<file path="config.mk">
export PLATFORM = sky130hd
export DESIGN_NAME = systolic_ctrl
export DESIGN_NICKNAME = d
export VERILOG_FILES = /design/src/rtl/systolic_ctrl.sv
export SDC_FILE = /design/constraint.sdc
export NUM_CORES = 1
export LEC_CHECK = 0
export CORE_UTILIZATION = 39
export DETAILED_ROUTE_END_ITERATION = 8
export MAX_ROUTING_LAYER = met4
export PLACE_DENSITY = 0.7
export SYNTH_ARGS = -nofsm -noshare
export SYNTH_HDL_FRONTEND = slang
export SYNTH_SLANG_ARGS = --single-unit
export TNS_END_PERCENT = 5
</file>
<file path="constraint.sdc">
create_clock -name clk -period 1.76 [get_ports clk]
set_input_delay 0.352 -clock clk [delete_from_list [all_inputs] [get_ports clk]]
set_output_delay 0.352 -clock clk [all_outputs]
set_load 0.02 [all_outputs]
</file>
<file path="src/rtl/systolic_ctrl.sv">
// Sequencing controller for one systolic_array layer: loads weights, skews
// input rows into diagonal order, flushes the array with zero beats.
module systolic_ctrl #(
   parameter int unsigned BitSize     = 8,
   parameter int unsigned M_W_BitSize = 4,
   parameter int unsigned NumOfInputs = 2,
   parameter int unsigned NumOfNerves = 2,
   parameter int unsigned MaxRows     = 16
) (
   input  logic                                  clk,
   input  logic                                  res,
   input  logic                                  cfg_start,
   input  logic [$clog2(MaxRows+1)-1:0]          cfg_rows,
   output logic                                  busy,
   output logic                                  done,
   output logic                                  w_rd_en,
   output logic [$clog2(NumOfInputs)-1:0]        w_addr,
   input  logic [NumOfNerves*M_W_BitSize-1:0]    w_rd_data,
   input  logic                                  in_valid,
   output logic                                  in_ready,
   input  logic [NumOfInputs*BitSize-1:0]        in_data,
   output logic                                  sa_en_l_b,
   output logic [NumOfNerves*M_W_BitSize-1:0]    sa_weights,
   output logic                                  sa_valid,
   output logic                                  sa_start,
   output logic [NumOfInputs*BitSize-1:0]        sa_data
);

   localparam int unsigned RW          = $clog2(MaxRows + 1);
   localparam int unsigned AW          = $clog2(NumOfInputs);
   localparam int unsigned DRAIN_BEATS = NumOfInputs + NumOfNerves;
   localparam int unsigned DW          = $clog2(DRAIN_BEATS);
   localparam int unsigned LW          = NumOfInputs * BitSize;
   localparam int unsigned TOP         = NumOfInputs - 1;

   typedef enum logic [2:0] {
      IDLE,
      LOAD_W,
      LATCH,
      STREAM,
      DRAIN,
      FIN
   } state_t;

   state_t        state;
   logic [RW-1:0] rows;
   logic [RW-1:0] row_cnt;
   logic [DW-1:0] drain_cnt;

   logic          stream;
   logic          accept;
   logic          beat;
   logic [LW-1:0] push;
   logic [LW-1:0] beat_data;
   logic [LW-1:0] data_hold;

   // Beat qualification: accepted rows in STREAM, every cycle in DRAIN.
   assign stream    = (state == STREAM);
   assign in_ready  = stream;
   assign accept    = stream && in_valid;
   assign beat      = accept || (state == DRAIN);
   assign sa_valid  = beat;
   assign sa_start  = accept && (row_cnt == '0);
   assign push      = stream ? in_data : '0;

   // Sequencing FSM; all state-side outputs are registered here.
   always_ff @(posedge clk) begin
      if (res) begin
         state     <= IDLE;
         rows      <= '0;
         row_cnt   <= '0;
         drain_cnt <= '0;
         busy      <= 1'b0;
         done      <= 1'b0;
         w_rd_en   <= 1'b0;
         w_addr    <= '0;
         sa_en_l_b <= 1'b0;
      end else begin
         done      <= 1'b0;
         w_rd_en   <= 1'b0;
         sa_en_l_b <= 1'b0;
         case (state)
            IDLE: begin
               if (cfg_start && (cfg_rows != '0)) begin
                  state     <= LOAD_W;
                  rows      <= cfg_rows;
                  row_cnt   <= '0;
                  drain_cnt <= '0;
                  busy      <= 1'b1;
                  w_rd_en   <= 1'b1;
                  w_addr    <= '0;
               end
            end
            LOAD_W: begin
               if (w_addr == AW'(NumOfInputs - 1)) begin
                  state     <= LATCH;
                  w_addr    <= '0;
                  sa_en_l_b <= 1'b1;
               end else begin
                  w_rd_en <= 1'b1;
                  w_addr  <= w_addr + AW'(1);
               end
            end
            LATCH: begin
               state <= STREAM;
            end
            STREAM: begin
               if (in_valid) begin
                  row_cnt <= row_cnt + RW'(1);
                  if (row_cnt == rows - RW'(1)) begin
                     state <= DRAIN;
                  end
               end
            end
            DRAIN: begin
               // Counter stops at its terminal value instead of wrapping.
               if (drain_cnt == DW'(DRAIN_BEATS - 1)) begin
                  state <= FIN;
                  done  <= 1'b1;
               end else begin
                  drain_cnt <= drain_cnt + DW'(1);
               end
            end
            FIN: begin
               state <= IDLE;
               busy  <= 1'b0;
            end
            default: begin
               state <= IDLE;
               busy  <= 1'b0;
            end
         endcase
      end
   end

   // Weight row register follows the memory read port every cycle.
   always_ff @(posedge clk) begin
      if (res) begin
         sa_weights <= '0;
      end else begin
         sa_weights <= w_rd_data;
      end
   end

   // Lane k is delayed by TOP-k beats; the top lane passes straight through.
   for (genvar k = 0; k < TOP; k++) begin : g_skew
      localparam int unsigned D = TOP - k;
      logic [BitSize-1:0] line [D];

      always_ff @(posedge clk) begin
         if (res) begin
            for (int unsigned j = 0; j < D; j++) begin
               line[j] <= '0;
            end
         end else if (beat) begin
            line[0] <= push[k*BitSize +: BitSize];
            for (int unsigned j = 1; j < D; j++) begin
               line[j] <= line[j-1];
            end
         end
      end

      assign beat_data[k*BitSize +: BitSize] = line[D-1];
   end

   assign beat_data[TOP*BitSize +: BitSize] = push[TOP*BitSize +: BitSize];

   // Between beats the array is frozen, so the whole skewed row is held.
   always_ff @(posedge clk) begin
      if (res) begin
         data_hold <= '0;
      end else if (beat) begin
         data_hold <= beat_data;
      end
   end

   assign sa_data = beat ? beat_data : data_hold;

endmodule
</file>
Yosys cells after proc, flatten, opt, wreduce, memory -nomap -nowiden
Memories as Yosys holds them, arrays and structs flattened.
Index checks and enable logic that the tools add are counted.
- ROM bits: 0
- input bits: 33
- memory bits (writable): 8
- memories: 1
- word-level logic and storage cells: 82
- register bits: 44
- bits in latches: 0
- equality and inequality tests: 12
- add/subtract/negate cells: 4
- multiply operators: 0
- reduce and logical (&&, ||, !) cells: 20
- shift operators: 0
- muxes and demuxes: 31
- magnitude comparators: 0
- divide/modulo/power cells: 0
- bitwise logic cells: 3
- memories (name ; depth ; width ; read ports ; clocked after memory_dff ; wr ports ; line ; source):
    g_skew[0].line ; 1 ; 8 ; 1 ; 0 ; 1 ; 148 ; logic [BitSize-1:0] line [D];
- operator list (operator ; count):
    $mux 16 ; 2
    $mux 3 ; 5
    $pmux 3 s5 ; 1
    $mux 1 ; 13
    $mux 5 ; 2
    $pmux 5 s2 ; 1
    $mux 8 ; 1
    $ne 2x2->1 const B ; 4
    $reduce_or 8->1 ; 1
    $eq 3x2->1 const B ; 2
    $pmux 1 s2 ; 3
    $reduce_and 2->1 ; 3
    $reduce_and 3->1 ; 2
    $reduce_bool 2->1 ; 3
    $add 5x1->5 const B ; 1
    $eq 5x5->1 ; 1
    $logic_not 5->1 ; 1
    $reduce_and 5->1 ; 1
    $reduce_bool 5->1 ; 1
    $sub 5x1->5 const B ; 1
    $mux 2 ; 2
    $ne 2x1->1 const B ; 2
    $pmux 2 s2 ; 1
    $reduce_or 2->1 ; 2
    10 further kinds ; 14

Depth between registers and ports, before layout
Gate-level depths: netlist (run 1).
- word-level depth: 8
- depth in mapped cells: 9
- gate-level depth less buffers: 7

Worst setup path before layout (run 1)
OpenSTA, ideal clock, no wires.
- kind: flip-flop to output port
- start point: register state[1]
- end point: output sa_data[10]
- required time: 1.408 ns
- slack: -0.164 ns
- data arrival time: 1.572 ns
- stages on the path, launching flop included: 10
- cell sequence: dfxtp_1 > buf_2 > nor2_4 > nand2_1 > and2_1 > buf_6 > buf_6 > inv_2 > nand3_1 > nand2_1
- cells in the longest elaborated chain, start to end: 4
- ends and longest elaborated chain (what ; line ; source):
    from (decl) ; 45 ; state_t state;
    from (signal assigned) ; 69 ; state <= IDLE;
    from (signal assigned) ; 85 ; state <= LOAD_W;
    from (signal assigned) ; 96 ; state <= LATCH;
    $eq 3x2->1 ; 58 ; assign stream = (state == STREAM);
    $logic_and 1x1->1 ; 60 ; assign accept = stream && in_valid;
    $logic_or 1x1->1 * ; 61 ; assign beat = accept || (state == DRAIN);
    net sa_valid ; 24 ; output logic sa_valid,
    $mux 16 * ; - ;
    to (decl) ; 26 ; output logic [NumOfInputs*BitSize-1:0] sa_data
The timed path passes the listed nets; every way through them passes the cells marked *.

Worst setup path in the final report (run 1)
- start point: register state[0]
- end point: output sa_data[1]
- cells in the longest elaborated chain, start to end: 4
- ends and longest elaborated chain (what ; line):
    $eq 3x2->1 ; 58
    $logic_and 1x1->1 ; 60
    $logic_or 1x1->1 * ; 61
    $mux 16 * ; -
Every way passes the cells marked *; elsewhere a longest branch is shown, timed or not.

==> results.yml, run 1 <==
run_status:
  status: "complete, but fails checks"
  violations: "setup timing"
floorplanning:
  die_h_um: 78.8
  boundaryPins: 65
  fp.dieW_um: 78.8
  core_um2: 5610
  die_area_um2: 6210
  start_util_pct: 41.0
  num_rows: 27
timing:
  whs_ns: 0.432
  clock.fmax_ghz: 0.489
  slew_headroom_pct: 76.9
  hold_violations: 0
  fin_setup_tns_ns: -4.82
  tightest_slew_ns: 0.337
  timing.final.crit_share_pct: 116
  clock_skew_ns: 0.00535
  rsz0062_at_grt: "true"
  fin_ws_ns: -0.285
  period_needed_ns: 2.05
  slew_violations: 0
  setup_violations: 23
pwr:
  switching_share_pct: 23.7
  p_total_mw: 2.50
  comb_power_share_pct: 14.9
  p_per_area_nw_per_um2: 691
  peakVddDrop_uv: 373
  clockPowerShare_pct: 34.8
  power.switching_uw: 594
  internal_power_mw: 1.91
  p_leak_nw: 1.52
  seq_power_share_pct: 50.3
critical_path:
  path_common_cell: "buf_6"
  cp.required_ns: 1.41
  crit_slowest_cell: "dfxtp_2"
  arrival_ns: 1.69
  cp_max_fo: 7
  slowest_delay_ns: 0.33
  path_cells: "buf_6 -> nor2_4 -> nand2_2 -> and2_4 -> buf_12 -> mux2_4 -> buf_6"
  path_class: "reg -> out"
  start_kind: "register"
  crit_path_end_kind: "output port"
global_routing:
  overflow: 0
  antenna_found_initial: 0
  grt_pass1_wl_mm: 9.21
  grt_start_max_net_pins: 21
  track_usage_pct: 19.5
  grt_pass1_vias: 2001
final_layout:
  n_fill_cell: 475
  final_cell_mix: "41 x buf_4, 40 x dfxtp_1, 40 x clkdlybuf4s50_1, 18 x buf_6"
  antenna_cells: 0
  post-route-util_pct: 64.5
  final_common_cell: "buf_4"
  drive_gt1_share_pct: 35.5
  area_delta_synth_final_pct: 57.3
  finalNonFillerCells: 418
  regArea_um2: 1130
  multiInputGateArea_um2: 1170
  fin_area_um2: 3620
  nNetsFinal: 382
clocking:
  htreeDepth: 2
  clkSinkCount: 52
  cts_buffers: 5
  clock_latency_ns: 0.31
  path_clk_slew_ns: 0.09
  cts_tree: "built"
  cts-root-buf: "clkbuf_8"
  clk_path_buf_depth: 2
yosys:
  syn-num-nets: 278
  synth_seq_area_share_pct: 48.7
  synth_ff_type: "dfxtp_1"
  synth_edf_count: 8
  netlist_area_um2: 2300
  yosysWarnings: 0
  ys_types: 45
  syn_inst: 241
  ys_seq_elements: 52
  syn_avg_cell_area_um2: 9.54
  async_flop_share_pct: 0
hold_path:
  hp-class: "in -> reg"
placement:
  post-dp-hpwl_mm: 3.78
  io_buffers: 64
  dp_slack_ns: -0.725
  place.gp.congestion: 0.828
  placed_cell_area_um2: 3270
  dp_cells: 401
job:
  cap_violations: 0
drt:
  drt_iter0_markers: 110
  ant_nets: 0
  drc: 0
  dr.pass1.iters: 4
  vias_per_cell: 4.82
  num_vias: 2015
  wl_mm: 5.67
  wl_per_cell_um: 13.6
==> flip-flops by register name, summed over array words and instances (netlist names) <==
signal,flops
sa_weights,8
row_cnt,5
done,1
g_skew.line,8
state,3
w_rd_en,1
busy,1
sa_en_l_b,1
drain_cnt,2
w_addr,1
data_hold,16
rows,5
==> what timing repair did <==
action                     4_1_cts  5_1_grt
pin swaps                        5        7
hold endpoints to repair         0        0
hold buffers                     0        0
buffers inserted                 9        0
setup endpoints to repair       34       36
resized for setup              138       12
cloned                           1        0
==> kinds of logic (layout without fill, tap and decap cells) <==
family	count (synthesis)	after routing	synth area share, %
adder cells (fa/ha/maj)	4	4	2.18
buffers and inverters	24	129	5.28
XOR/XNOR	8	8	3.05
flip-flops	52	52	48.7
multiplexers	12	12	5.82
AND/OR/NAND/NOR	101	101	23.6
AO/OA/AOI/OAI	40	40	11.3
==> per-layer routing <==
layer | routed length [um] | part of all wire, % | vias up | GRT usage [%]
met1 | 2430 | 43 | 935 | 23.0
met4 | 140 | 2.5 | 0 | 7.78
met2 | 2900 | 51 | 45 | 33.0
met3 | 187 | 3.3 | 12 | 3.22
met5 | 0 | 0 | - | -
li1 | - | - | 1023 | -
==> synthesized netlist by cell type (3+ instances only) <==
master	instances	area (um2)
nand2_1	27	101
mux2_2	8	90.1
clkbuf_1	6	22.5
nor2b_1	18	113
dfxtp_1	44	881
a31oi_1	3	18.8
a211oi_1	3	22.5
nand4_1	3	18.8
buf_6	3	33.8
edfxtp_1	8	240
nand3_1	13	65.1
mux2_1	3	33.8
and2_1	10	62.6
ha_1	4	50.1
xnor2_1	6	52.6
o21ai_0	6	30.0
nor2_1	13	48.8
a21oi_1	19	95.1
inv_1	9	33.8
buf_2	4	20.0
==> worst max-delay path: cells and delay by family, from the launching register on <==
kind,cells,cell delay (ns)
simple gates,3,0.35
mux,1,0.31
buf+inv,3,0.38
flops,1,0.33
==> final cells by class <==
cell class	instances	share of cell area [%]
clock buffer	7	3.28
multi-input combinational	165	32.4
clock inverter	1	0.242
inverter	10	1.38
timing repair buffer	111	29.1
tap	72	2.49
sequential	52	31.1
==> worst paths after layout <==
kind            startpoint       endpoint  slack [ns]  cells past startpoint
max               state[0]     sa_data[1]       -0.29                      7
min            cfg_rows[0]        rows[0]        0.43                      3
max reg2reg       state[2]       state[0]       -0.19                      7
min reg2reg  data_hold[10]  data_hold[10]        0.48                      2
==> power groups by stage <==
stage | combinational, mW | clock (mW) | sequential [mW]
floorplan | 0.144 | 0 | 1.30
global placement | 0.352 | 0 | 1.28
detailed placement | 0.358 | 0 | 1.28
CTS | 0.368 | 0.887 | 1.26
global route | 0.405 | 0.939 | 1.26
finish | 0.373 | 0.871 | 1.26
Note: power is estimated with default switching activity, not from simulation.
==> inputs of run 2 (changes only) <==
Settings changed: CTS_CLUSTER_DIAMETER set to 120.
==> results of run 2 <==
Final layout, timing and power as in run 1 (identical DEF).
==> inputs of run 3 (changes only) <==
Clock period 1.76 ns to 1.7 ns, I/O delays scaled along.
==> run 3 against run 2 <==
  * The flow still finishes with violations (setup timing)
  * Clock skew is 0.00053 ns lower
  * Clock power is 2% lower
  * Critical endpoint is now sa_data[7]
  * Critical path type unchanged
  * Worst hold slack worse by 0.099 ns
  * First-iteration DRC count is 28% lower
  * Highest routed layer unchanged
  * Largest power group unchanged
==> results.yml, run 3 (synthesized netlist as in run 1, its figures left out) <==
run_status:
  status: "complete, but fails checks"
  violations: "setup timing"
drt:
  vias_per_cell: 4.78
  drc: 0
  wl_per_cell_um: 12.9
  drt_iter0_markers: 79
  dr.pass1.iters: 4
  ant_nets: 0
  wl_mm: 5.44
  num_vias: 2017
critical_path:
  r2r_start: "state[0]"
  crit_start: "state[0]"
  cp_max_fo: 7
  crit_end: "sa_data[7]"
  path_cells: "and3b_2 -> nand2_1 -> and2_4 -> buf_12 -> mux2_4 -> buf_6"
  path_class: "reg -> out"
  cp.required_ns: 1.36
  r2r_cells: 15
  critical_path_buf_inv_count: 2
  cp_top_family: "simple AND/OR/NAND/NOR gates"
  cp.depth: 6
  start_kind: "register"
  arrival_ns: 1.72
  crit_path_end_kind: "output port"
  r2r-end: "drain_cnt[1]"
  slowest_delay_ns: 0.34
  reg2reg_slack_ns: -0.32
  crit_slowest_cell: "dfxtp_2"
timing:
  setup_violations: 25
  rsz0062_at_grt: "true"
  tightest_slew_ns: 0.318
  slew_violations: 0
  fin_setup_tns_ns: -6.79
  clock_skew_ns: 0.00482
  period_needed_ns: 2.06
  timing.final.crit_share_pct: 121
  hold_violations: 0
  slew_headroom_pct: 78.2
  fin_ws_ns: -0.359
  clock.fmax_ghz: 0.486
clocking:
  clkSinkCount: 52
  postCtsHoldBufs: 0
  path_clk_slew_ns: 0.09
  cts-root-buf: "clkbuf_8"
  htreeDepth: 2
  cts_tree: "built"
  clk_path_buf_depth: 2
  cts_buffers: 5
  clock_latency_ns: 0.30
final_layout:
  area_delta_synth_final_pct: 56.9
  final_cell_mix: "49 x buf_4, 40 x clkdlybuf4s50_1, 38 x dfxtp_1, 18 x nor2b_1, 17 x a21oi_1"
  final_common_cell: "buf_4"
  n_fill_cell: 487
  finalNonFillerCells: 422
  reg_top3: "data_hold: 16 flops, g_skew.line: 8 flops, sa_weights: 8 flops"
  largest_reg_flops: 16
  top_register: "data_hold"
  antenna_cells: 0
  nNetsFinal: 386
  drive_gt1_share_pct: 36.3
hold_path:
  hold_depth: 3
  hp-class: "in -> reg"
floorplanning:
  core_um2: 5610
  die_area_um2: 6210
  boundaryPins: 65
  start_util_pct: 41.0
  fp.dieW_um: 78.8
  num_rows: 27
  die_h_um: 78.8
global_routing:
  grt_pass1_vias: 2037
  antenna_found_initial: 0
  grt_pass1_wl_mm: 9.00
  track_usage_pct: 19.1
  grt_start_max_net_pins: 21
  overflow: 0
pwr:
  p_per_area_nw_per_um2: 705
  peakVddDrop_uv: 502
  p_leak_nw: 1.53
  p_total_mw: 2.54
job:
  cap_violations: 0
placement:
  dp_cells: 403
  place.gp.congestion: 0.793
  dp_slack_ns: -0.745
  io_buffers: 64
  post-dp-hpwl_mm: 3.77
## run 3: cell count changes in the layout (fill, tap and decap cells not counted), moves of 2 or more
cell / delta
buf_4: +8
buf_2: -2
buf_6: -2
clkbuf_16: -2
dfxtp_1: -2
dfxtp_2: +2
nand3_1: +2
nand3_2: -2
## run 3: worst min path at each step
stage / start / endpoint / slack (ns)
5_1_grt: cfg_rows[2] / rows[2] / 0.34
3_5_place_dp: data_hold[11] / data_hold[11] / 0.48
4_1_cts: cfg_rows[0] / rows[0] / 0.41
3_3_place_gp: data_hold[10] / data_hold[10] / 0.47
2_1_floorplan: data_hold[15] / data_hold[15] / 0.46
6_report: cfg_rows[2] / rows[2] / 0.33
## run 3: metrics by stage
| stage | hold WS, ns | instance area (um2) | util (%) |
|---|---|---|---|
| 2_1_floorplan | 0.460 | 2330 | - |
| 3_3_place_gp | 0.474 | 3280 | 58.5 |
| 3_5_place_dp | 0.479 | 3280 | 58.5 |
| 4_1_cts | 0.407 | 3570 | 63.7 |
| 5_1_grt | 0.338 | 3610 | 64.3 |
| 6_report | 0.333 | 3610 | 64.3 |
## run 3: worst min-delay path, stage by stage
cell            delay [ns]
dlymetal6s2s_1        0.13
nand2_1               0.06
a21oi_1               0.05
## run 3: power by group
group / internal (mW) / switching, mW
clock: 0.446 / 0.406
sequential: 1.28 / 0.0206
combinational: 0.223 / 0.164
total: 1.95 / 0.590
## run 3: layout make-up
type | count | area (um2) | share of cell area (%)
clock inverters | 3 | 46.3 | 1.28
repair buffers | 115 | 1090 | 30.1
multi-input cells | 165 | 1150 | 31.8
clock buffers | 5 | 68.8 | 1.91
inverters | 10 | 42.5 | 1.18
well taps | 72 | 90.1 | 2.50
flip-flops and latches | 52 | 1130 | 31.3
## run 3: repair_timing
action / CTS / global route
setup buffers: 10 / 0
gates resized for setup: 132 / 12
endpoints found under the setup margin: 38 / 43
pin swaps: 9 / 4
hold endpoints to repair: 0 / 0
gates cloned: 1 / 0
## run 3: routing by layer
layer / vias up / global-route usage (%) / part of all wire [%]
li1: 1033 / - / -
met1: 954 / 21.7 / 44
met2: 28 / 34.4 / 54
met3: 2 / 3.22 / 2.0
met4: 0 / 5.00 / 0.57
met5: - / - / 0
